[config.mk]
export PLATFORM = sky130hd
export DESIGN_NAME = pmt_phase_trigger
export DESIGN_NICKNAME = d
export VERILOG_FILES = /design/src/rtl/pmt_trig_pkg.sv /design/src/rtl/pmt_chan_fsm.sv /design/src/rtl/pmt_phase_trigger.sv
export SDC_FILE = /design/constraint.sdc
export NUM_CORES = 2
export LEC_CHECK = 0
export ABC_CLOCK_PERIOD_IN_PS = 2600
export CAP_MARGIN = 20
export CELL_PAD_IN_SITES_DETAIL_PLACEMENT = 1
export CELL_PAD_IN_SITES_GLOBAL_PLACEMENT = 1
export CORE_MARGIN = 2
export CORE_UTILIZATION = 45
export DETAILED_ROUTE_END_ITERATION = 6
export HOLD_SLACK_MARGIN = 0.1
export PLACE_DENSITY_LB_ADDON = 0.12
export SETUP_SLACK_MARGIN = 0.05
export SYNTH_ARGS = -nofsm -noshare
export SYNTH_HDL_FRONTEND = slang
export SYNTH_SLANG_ARGS = --single-unit
[constraint.sdc]
create_clock -name clkin -period 2.6 [get_ports clkin]
set_input_delay 0.78 -clock clkin [delete_from_list [all_inputs] [get_ports clkin]]
set_output_delay 0.78 -clock clkin [all_outputs]
set_load 0.02 [all_outputs]
[src/rtl/pmt_trig_pkg.sv]
// Shared types and helpers for the multi-channel PMT phase trigger.
// Holds the channel FSM state encoding and half-bin range helpers.
package pmt_trig_pkg;

    typedef enum logic [1:0] {
        IDLE,
        FIRE,
        DEAD
    } state_t;

    localparam int H1_LO = 0;

    function automatic int h2_lo(input int ns);
        return ns / 2;
    endfunction

    function automatic int popcount(input logic [31:0] v);
        int n;
        n = 0;
        for (int i = 0; i < 32; i++) begin
            n += int'(v[i]);
        end
        return n;
    endfunction

endpackage

[src/rtl/pmt_chan_fsm.sv]
// Per-channel fire/dead-time sequencer.
// A trigger opens FIRE for firingticks cycles, then DEAD for deadticks cycles.
module pmt_chan_fsm
    import pmt_trig_pkg::*;
#(
    parameter int DTW = 8
) (
    input  logic           clkin,
    input  logic           nrst,
    input  logic           clear,
    input  logic           trig,
    input  logic [DTW-1:0] firingticks,
    input  logic [DTW-1:0] deadticks,
    output logic           fire
);

    state_t         state;
    logic [DTW-1:0] cnt;

    always_ff @(posedge clkin or negedge nrst) begin
        if (!nrst) begin
            state <= IDLE;
            cnt   <= '0;
            fire  <= 1'b0;
        end else if (clear) begin
            state <= IDLE;
            cnt   <= '0;
            fire  <= 1'b0;
        end else begin
            unique case (state)
                IDLE: begin
                    if (trig) begin
                        state <= FIRE;
                        fire  <= 1'b1;
                        cnt   <= (firingticks == '0) ? '0
                               : firingticks - DTW'(1);
                    end
                end
                FIRE: begin
                    if (cnt == '0) begin
                        fire <= 1'b0;
                        if (deadticks == '0) begin
                            state <= IDLE;
                        end else begin
                            state <= DEAD;
                            cnt   <= deadticks - DTW'(1);
                        end
                    end else begin
                        cnt <= cnt - DTW'(1);
                    end
                end
                DEAD: begin
                    // a trigger arriving on the DEAD->IDLE cycle is dropped
                    if (cnt == '0) begin
                        state <= IDLE;
                    end else begin
                        cnt <= cnt - DTW'(1);
                    end
                end
                default: begin
                    state <= IDLE;
                    fire  <= 1'b0;
                end
            endcase
        end
    end

endmodule

[src/rtl/pmt_phase_trigger.sv]
// Multi-channel LVDS phase trigger: edge veto, word-straddling phase
// alignment, early/late halves, fire/dead FSMs, multiplicity, histograms.
module pmt_phase_trigger
    import pmt_trig_pkg::*;
#(
    parameter int NCH = 4,
    parameter int NS  = 4,
    parameter int HW  = 32,
    parameter int DTW = 8
) (
    input  logic                     clkin,
    input  logic                     nrst,
    input  logic [NCH*NS-1:0]        lvds_rx,
    input  logic [$clog2(NS)-1:0]    phaseoffset,
    input  logic                     usefullwidth,
    input  logic                     vetopmtlast,
    input  logic                     passthrough,
    input  logic [DTW-1:0]           firingticks,
    input  logic [DTW-1:0]           deadticks,
    input  logic                     resethist,
    input  logic [$clog2(NCH)-1:0]   hist_ch,
    input  logic [$clog2(NS)-1:0]    hist_bin,
    output logic [HW-1:0]            hist_data,
    output logic [NCH-1:0]           out1,
    output logic [NCH-1:0]           out2,
    output logic [NCH-1:0]           fire,
    output logic [$clog2(NCH+1)-1:0] mult
);

    localparam int MW = $clog2(NCH + 1);
    localparam int IW = $clog2(NCH * NS);
    localparam int HL = h2_lo(NS);

    logic [NCH*NS-1:0] r0, r1, av;
    logic [NCH-1:0]    m2, h1, h2, trig_q;
    logic              rs1, rs2;
    logic [HW-1:0]     hist [NCH*NS];
    logic [IW-1:0]     rd_idx;

    always_ff @(posedge clkin or negedge nrst) begin
        if (!nrst) begin
            r0 <= '0;
            r1 <= '0;
            m2 <= '0;
        end else begin
            r0 <= lvds_rx;
            r1 <= r0;
            for (int c = 0; c < NCH; c++) begin
                m2[c] <= r1[c*NS+NS-1];
            end
        end
    end

    for (genvar c = 0; c < NCH; c++) begin : g_ch
        logic [NS-1:0]   w0, w1, e0, e1, al;
        logic [2*NS-1:0] ext;
        logic            rest1, rest2;

        assign w0  = r0[c*NS +: NS];
        assign w1  = r1[c*NS +: NS];
        assign e1  = vetopmtlast ? (w1 & ~{w1[NS-2:0], m2[c]}) : w1;
        assign e0  = vetopmtlast ? (w0 & ~{w0[NS-2:0], w1[NS-1]}) : w0;
        // upper word supplies bins that rotate past the word boundary
        assign ext = {e0, e1};
        assign al  = ext[phaseoffset +: NS];

        always_comb begin
            rest1 = 1'b0;
            rest2 = 1'b0;
            for (int k = H1_LO + 1; k < HL; k++) begin
                rest1 |= al[k];
            end
            for (int k = HL + 1; k < NS; k++) begin
                rest2 |= al[k];
            end
        end

        assign h1[c] = al[H1_LO] | (usefullwidth & rest1);
        assign h2[c] = al[HL] | (usefullwidth & rest2);
        assign av[c*NS +: NS] = al;

        pmt_chan_fsm #(.DTW(DTW)) u_fsm (
            .clkin       (clkin),
            .nrst        (nrst),
            .clear       (passthrough),
            .trig        (trig_q[c]),
            .firingticks (firingticks),
            .deadticks   (deadticks),
            .fire        (fire[c])
        );
    end

    always_ff @(posedge clkin or negedge nrst) begin
        if (!nrst) begin
            out1   <= '0;
            out2   <= '0;
            mult   <= '0;
            trig_q <= '0;
        end else if (passthrough) begin
            for (int c = 0; c < NCH; c++) begin
                out1[c] <= |r0[c*NS +: NS];
            end
            out2   <= '0;
            mult   <= '0;
            trig_q <= '0;
        end else begin
            out1   <= h1;
            out2   <= h2;
            mult   <= MW'(popcount(32'(h1 | h2)));
            trig_q <= h1 | h2;
        end
    end

    always_ff @(posedge clkin or negedge nrst) begin
        if (!nrst) begin
            rs1 <= 1'b0;
            rs2 <= 1'b0;
        end else begin
            rs1 <= resethist;
            rs2 <= rs1;
        end
    end

    always_ff @(posedge clkin or negedge nrst) begin
        if (!nrst) begin
            for (int i = 0; i < NCH*NS; i++) begin
                hist[i] <= '0;
            end
        end else begin
            for (int i = 0; i < NCH*NS; i++) begin
                if (rs2) begin
                    hist[i] <= '0;
                end else if (!passthrough && av[i] && hist[i] != '1) begin
                    hist[i] <= hist[i] + HW'(1);
                end
            end
        end
    end

    assign rd_idx = IW'(int'(hist_ch) * NS + int'(hist_bin));

    always_ff @(posedge clkin or negedge nrst) begin
        if (!nrst) begin
            hist_data <= '0;
        end else if (int'(hist_ch) < NCH) begin
            hist_data <= hist[rd_idx];
        end else begin
            hist_data <= '0;
        end
    end

endmodule

# Word-level counts from Yosys, hierarchy flattened
# Index checks and enable logic that the tools add are counted.
[totals]
output_inout_bits = 47
elab_cells = 365
ff_bits = 641
[op_classes]
n_addsub = 54
magnitude_cmp = 1
n_mux = 106
bitwise_logic = 35
shift = 4
n_reduce_logical = 79
n_eq_ne = 48
[op_table]
columns = ["op", "n"]
rows = [
  ["32-bit two-way mux", 34],
  ["32-bit by 1-bit adder with 32-bit output (second input constant)", 16],
  ["32-bit inequality test (second input constant)", 16],
  ["8-bit two-way mux", 18],
  ["32-bit binary-select mux with 4-bit select", 1],
  ["8-bit one-hot mux with 3 select lines", 4],
  ["3-bit by 1-bit adder with 3-bit output (second input constant)", 28],
  ["8-bit logical NOT", 6],
  ["8-bit by 1-bit subtractor with 8-bit output (second input constant)", 6],
  ["4-bit two-way mux", 11],
  ["2-bit two-way mux", 17],
  ["4-bit bitwise AND", 8],
  ["1-bit logical AND", 32],
  ["4-bit NOT", 8],
  ["2-bit nonzero test", 16],
  ["8-bit by 3-bit indexed part select with 4-bit output", 4],
  ["3-bit by 2-bit inequality test with 1-bit output (second input constant)", 8],
  ["3-bit inequality test (second input constant)", 8],
  ["2-bit one-hot mux with 3 select lines", 4],
  ["3-bit AND reduction", 8],
  ["4-bit inequality test (second input constant)", 4],
  ["4-bit AND reduction", 4],
  ["4-bit nonzero test", 4],
  ["4-bit OR reduction", 4],
  ["other kinds (17)", 58],
]

# Depth between registers and ports, before layout
[depth]
ltp_word = 39
depth_mapped = 13

# Modules after synthesis
# Synthesis repeated with hierarchy kept, for this count alone.
[hier_totals]
cells_unflattened = 4405
area_unflattened_um2 = 42303.1
[by_module_without_submodules]
columns = ["mod", "seq_area_each_um2", "cells_per_inst", "instances", "area_per_inst_um2"]
rows = [
  ["pmt_phase_trigger", 14939.3, 3789, 1, 36968.0],
  ["pmt_chan_fsm", 275.3, 154, 4, 1333.8],
]

# Least setup slack after synthesis
# Ideal clock, no wire load.
[synth_timing]
path_kind = "in2reg"
startpoint = "input port vetopmtlast"
endpoint = "register mult[1]"
setup_slack_ps = -912
t_required_ps = 2469
path_buffers = 4
t_arrival_ps = 3382
cell_stages = 13
cell_sequence = "buf_2 -> buf_2 -> clkbuf_1 -> clkbuf_1 -> a21oi_1 -> a21oi_1 -> nand2_1 -> o21ai_0 -> nand2_1 -> fa_1 -> ha_1 -> ha_1 -> nor2b_1"
[synth_via]
elab_chain_len = 37
[synth_lines]
columns = ["item", "line_no", "rtl"]
rows = [
  ["start: declaration", "pmt_phase_trigger.sv:16", "input logic vetopmtlast,"],
  ["4-bit two-way mux (on tied branches)", "pmt_phase_trigger.sv:61, pmt_phase_trigger.sv:62", ""],
  ["8-bit by 3-bit indexed part select with 4-bit output", "pmt_phase_trigger.sv:65", "assign al = ext[phaseoffset +: NS];"],
  ["1-bit bitwise AND (on tied branches)", "pmt_phase_trigger.sv:78, pmt_phase_trigger.sv:79", ""],
  ["1-bit OR (on tied branches)", "pmt_phase_trigger.sv:78, pmt_phase_trigger.sv:79", ""],
  ["4-bit OR (*)", "pmt_phase_trigger.sv:109", "mult <= MW'(popcount(32'(h1 | h2)));"],
  ["1-bit by 1-bit adder with 2-bit output", "pmt_trig_pkg.sv:21", "n += int'(v[i]);"],
  ["2-bit by 1-bit adder with 3-bit output", "pmt_trig_pkg.sv:21", ""],
  ["3-bit by 1-bit adder with 3-bit output (*) (29 in series)", "pmt_trig_pkg.sv:21", ""],
  ["3-bit two-way mux (*)", "pmt_phase_trigger.sv:99", "end else if (passthrough) begin"],
  ["end signal: assignment", "pmt_phase_trigger.sv:109", ""],
  ["end: declaration", "pmt_phase_trigger.sv:27", "output logic [$clog2(NCH+1)-1:0] mult"],
]
# Every way passes the cells marked *; elsewhere a longest branch is shown, timed or not.
# A chain may end at the register's enable or synchronous reset.

# Worst setup path in the final report
[layout_timing]
startpoint = "register hist[169] in the netlist's numbering"
endpoint = "register hist[189] in the netlist's numbering"
[layout_via]
elab_chain_len = 3
[layout_lines]
columns = ["item", "line_no", "rtl"]
rows = [
  ["start: declaration", "pmt_phase_trigger.sv:37", "logic [HW-1:0] hist [NCH*NS];"],
  ["start signal: indexed assignment", "pmt_phase_trigger.sv:134", "hist[i] <= hist[i] + HW'(1);"],
  ["32-bit by 1-bit adder with 32-bit output / 32-bit inequality test (equally long branches)", "pmt_phase_trigger.sv:134, pmt_phase_trigger.sv:133", ""],
  ["32-bit two-way mux / 1-bit logical AND (equally long branches)", "pmt_phase_trigger.sv:133", "end else if (!passthrough && av[i] && hist[i] != '1) begin"],
  ["32-bit two-way mux / 2-bit nonzero test (equally long branches)", "-", ""],
]
# Parallel ways exist; a longest one is shown, timed or not. The select of a mux whose other input is x is not followed.

==> reports/qor.yml <==
die:
  rows: 107
  start_util_pct: 45.5
  die_y_um: 298
  die_area_sq_um: 88600
  die_w_um: 298
  core-area_sq_um: 85300
  io_pins: 91
global_route:
  grt_overflow: 0
  grt_usage_pct: 32.1
  grt_max_degree: 80
  grt_pass1_wl_um: 221000
  antenna_found_initial: 2
  grt_pass1_vias: 35900
final_layout:
  syn2layout_area_growth_pct: 25.2
  layout-drive-gt1-share_pct: 23.7
  fin_area_sq_um: 48600
  final_nets: 4486
  fill_cells: 9392
  postLayoutCoreUtil_pct: 57.0
  stdcell_count: 5613
synthesis:
  synth-edff-count: 0
  synth_area_leaders: "dfrtp_1 41%, mux4_2 9.3%, xnor2_1 8.1%, nor2_1 5.5%, nor3_1 2.8%"
  yosysUniqueCellTypes: 98
  ys_seq_area_share_pct: 41.3
  syn_inst: 3978
  synthArstFlopShare_pct: 100
  synth_top_flop_cell: "dfrtp_1"
  synth_common_cells: "641 x dfrtp_1, 572 x nor2_1, 359 x xnor2_1"
  yosysMostFrequentCell: "dfrtp_1"
  synth_nets: 4064
  synth.ff_latch_count: 641
  yosysTopAreaCellShare_pct: 41.3
  syn_avg_cell_area_sq_um: 9.76
  yosysWarnings: 0
  synth_area_leader_cell: "dfrtp_1"
  syn_area_sq_um: 38800
worst_setup_path:
  reg2reg_slack_ns: 0.10
  crit_end: "hist[189]"
  rr_worst_depth: 7
  cp_data_required_time_ns: 3.11
  worstSetupStartpoint: "hist[169]"
  arrival_ns: 3.01
  cp-start-kind: "register"
  r2r-start: "hist[169]"
  crit_type: "register to register"
  worstPathMaxFanout: 7
  reg2reg_to: "hist[189]"
  end_kind: "register"
power:
  power_mw: 27.7
  leakage_nw: 18.7
  power_density_nw_per_um2: 570
  peakVddDrop_mv: 0.416
clock_tree:
  clkSlewWorstSetupHoldPaths_ns: 0.06
  cts-root-buf: "clkbuf_16"
  cts_sinks: 641
  clkLatencyLatePin_ns: 0.63
  htreeDepth: 3
  clk_path_buf_depth: 3
  cts_tree: "done"
  cts_buffers: 77
sta:
  period_needed_ns: 2.50
  finalSetupViolCount: 0
  tightest_slew_ns: 0.797
  rsz0062_at_grt: "yes"
  hold_viol_final: 0
  relSlewSlack_pct: 46.5
  timing.final.crit_share_pct: 96.1
  fmax_mhz: 400
  maxSlewViolCount: 0
  skew_ns: 0.0173
placed_design:
  portBuffers: 90
  dp.cells: 5449
  gp_congestion: 0.967
  hpwlAfterDp_um: 107000
  dpl-instance-area_sq_um: 45300
flow_run:
  cap_violations: 0
route:
  drt-vias-per-instance: 6.15
  wire_per_inst_um: 25.5
  drc: 1
  postRouteAntennaNets: 0
  first_pass_iters: 7
  drt-total-wl_um: 143000
  via_count: 34500
  drtIter0Drc: 2754
run_status:
  status: "finished, violations left"
  violations: "design-rule violations"
min_path:
  hold_path.class: "register to register"
==> worst min path at each step <==
| stage | from | endpoint | slack (ns) | cells past startpoint |
|---|---|---|---|---|
| after floorplan | rs1 | rs2 | 0.33 | 0 |
| after global placement | rs1 | rs2 | 0.33 | 0 |
| after detailed placement | rs1 | rs2 | 0.34 | 0 |
| after CTS | rs1 | rs2 | 0.35 | 0 |
| after global routing | rs1 | rs2 | 0.37 | 0 |
| final | rs1 | rs2 | 0.35 | 0 |
==> registers in the layout, indices dropped and copies added (netlist names) <==
signal,cells
hist_data,32
m2,4
mult,3
out2,4
g_ch.u_fsm.cnt,32
trig_q,4
g_ch.u_fsm.state,8
r0,16
out1,4
hist,512
rs2,1
g_ch.u_fsm.fire,4
r1,16
rs1,1
==> power breakdown <==
group / leakage (nW) / total (mW) / internal, mW / switching [mW]
Combinational: 8.47 / 5.00 / 2.14 / 2.86
Sequential: 8.80 / 10.7 / 10.3 / 0.412
Clock: 1.38 / 12.0 / 7.35 / 4.64
Total: 18.7 / 27.7 / 19.8 / 7.91
==> routing by layer <==
| layer | routed length, um | global-route usage, % | vias up |
|---|---|---|---|
| met2 | 66200 | 49.8 | 1024 |
| met4 | 6670 | 14.3 | 2 |
| met5 | 14 | 0 | - |
| met3 | 8260 | 5.10 | 271 |
| met1 | 61900 | 44.5 | 17900 |
| li1 | - | - | 15300 |
==> logic make-up after synthesis <==
family          synth area share (%)
buf+inv                         3.18
mux                             11.0
xor+xnor                        9.93
simple gates                    25.4
fa+ha+maj                       1.37
compound gates                  7.79
flops                           41.3
==> cell usage in the layout (no fill, tap or decap), drive strengths merged, types with 82 or more instances in the layout <==
cell type,Yosys,routed
a21oi,130,130
buf,77,467
clkbuf,134,119
dfrtp,641,641
inv,80,82
mux4,160,160
nand2,270,270
nand3,206,206
nand4,128,128
nor2,573,573
nor3,221,221
nor4,141,141
o21ai,151,151
xnor2,359,359
==> stage by stage <==
stage,worst slack (ns),TNS (ns),hold WS (ns)
2_1_floorplan,-0.407,-1.72,0.331
3_3_place_gp,-0.741,-235.76,0.334
3_5_place_dp,-0.775,-258.85,0.337
4_1_cts,0.0604,0,0.350
5_1_grt,0.00538,0,0.370
6_report,0.100,0,0.347
==> timing repair <==
action                                  CTS  global route
endpoints found under the setup margin  110           219
endpoints found under the hold margin    28             0
gates cloned                              1             2
hold buffers                              1             0
pin swaps                                 1             9
gates resized for setup                  20            48
buffers inserted                          2            10
==> critical path, cell delays in order (launching register included) <==
cell and delay (ns):
dfrtp_1 0.43, nand4_1 0.30, nor4_2 0.47, buf_4 0.23, nand3_1 0.10, nor4_2 0.37
nand3_1 0.16, mux2_1 0.32
==> final cells by class <==
type                            instances  area, sq um  share of cell area [%]
Multi-Input combinational cell       3045        22800                    47.0
Clock buffer                          116         2350                    4.83
Inverter                               81          325                   0.670
Tap cell                             1144         1430                    2.95
Timing Repair Buffer                  554         5170                    10.6
Antenna cell                            4         10.0                  0.0206
Clock inverter                         28          440                   0.907
Sequential cell                       641        16000                    33.0
Power figures use the tool's default switching activity.
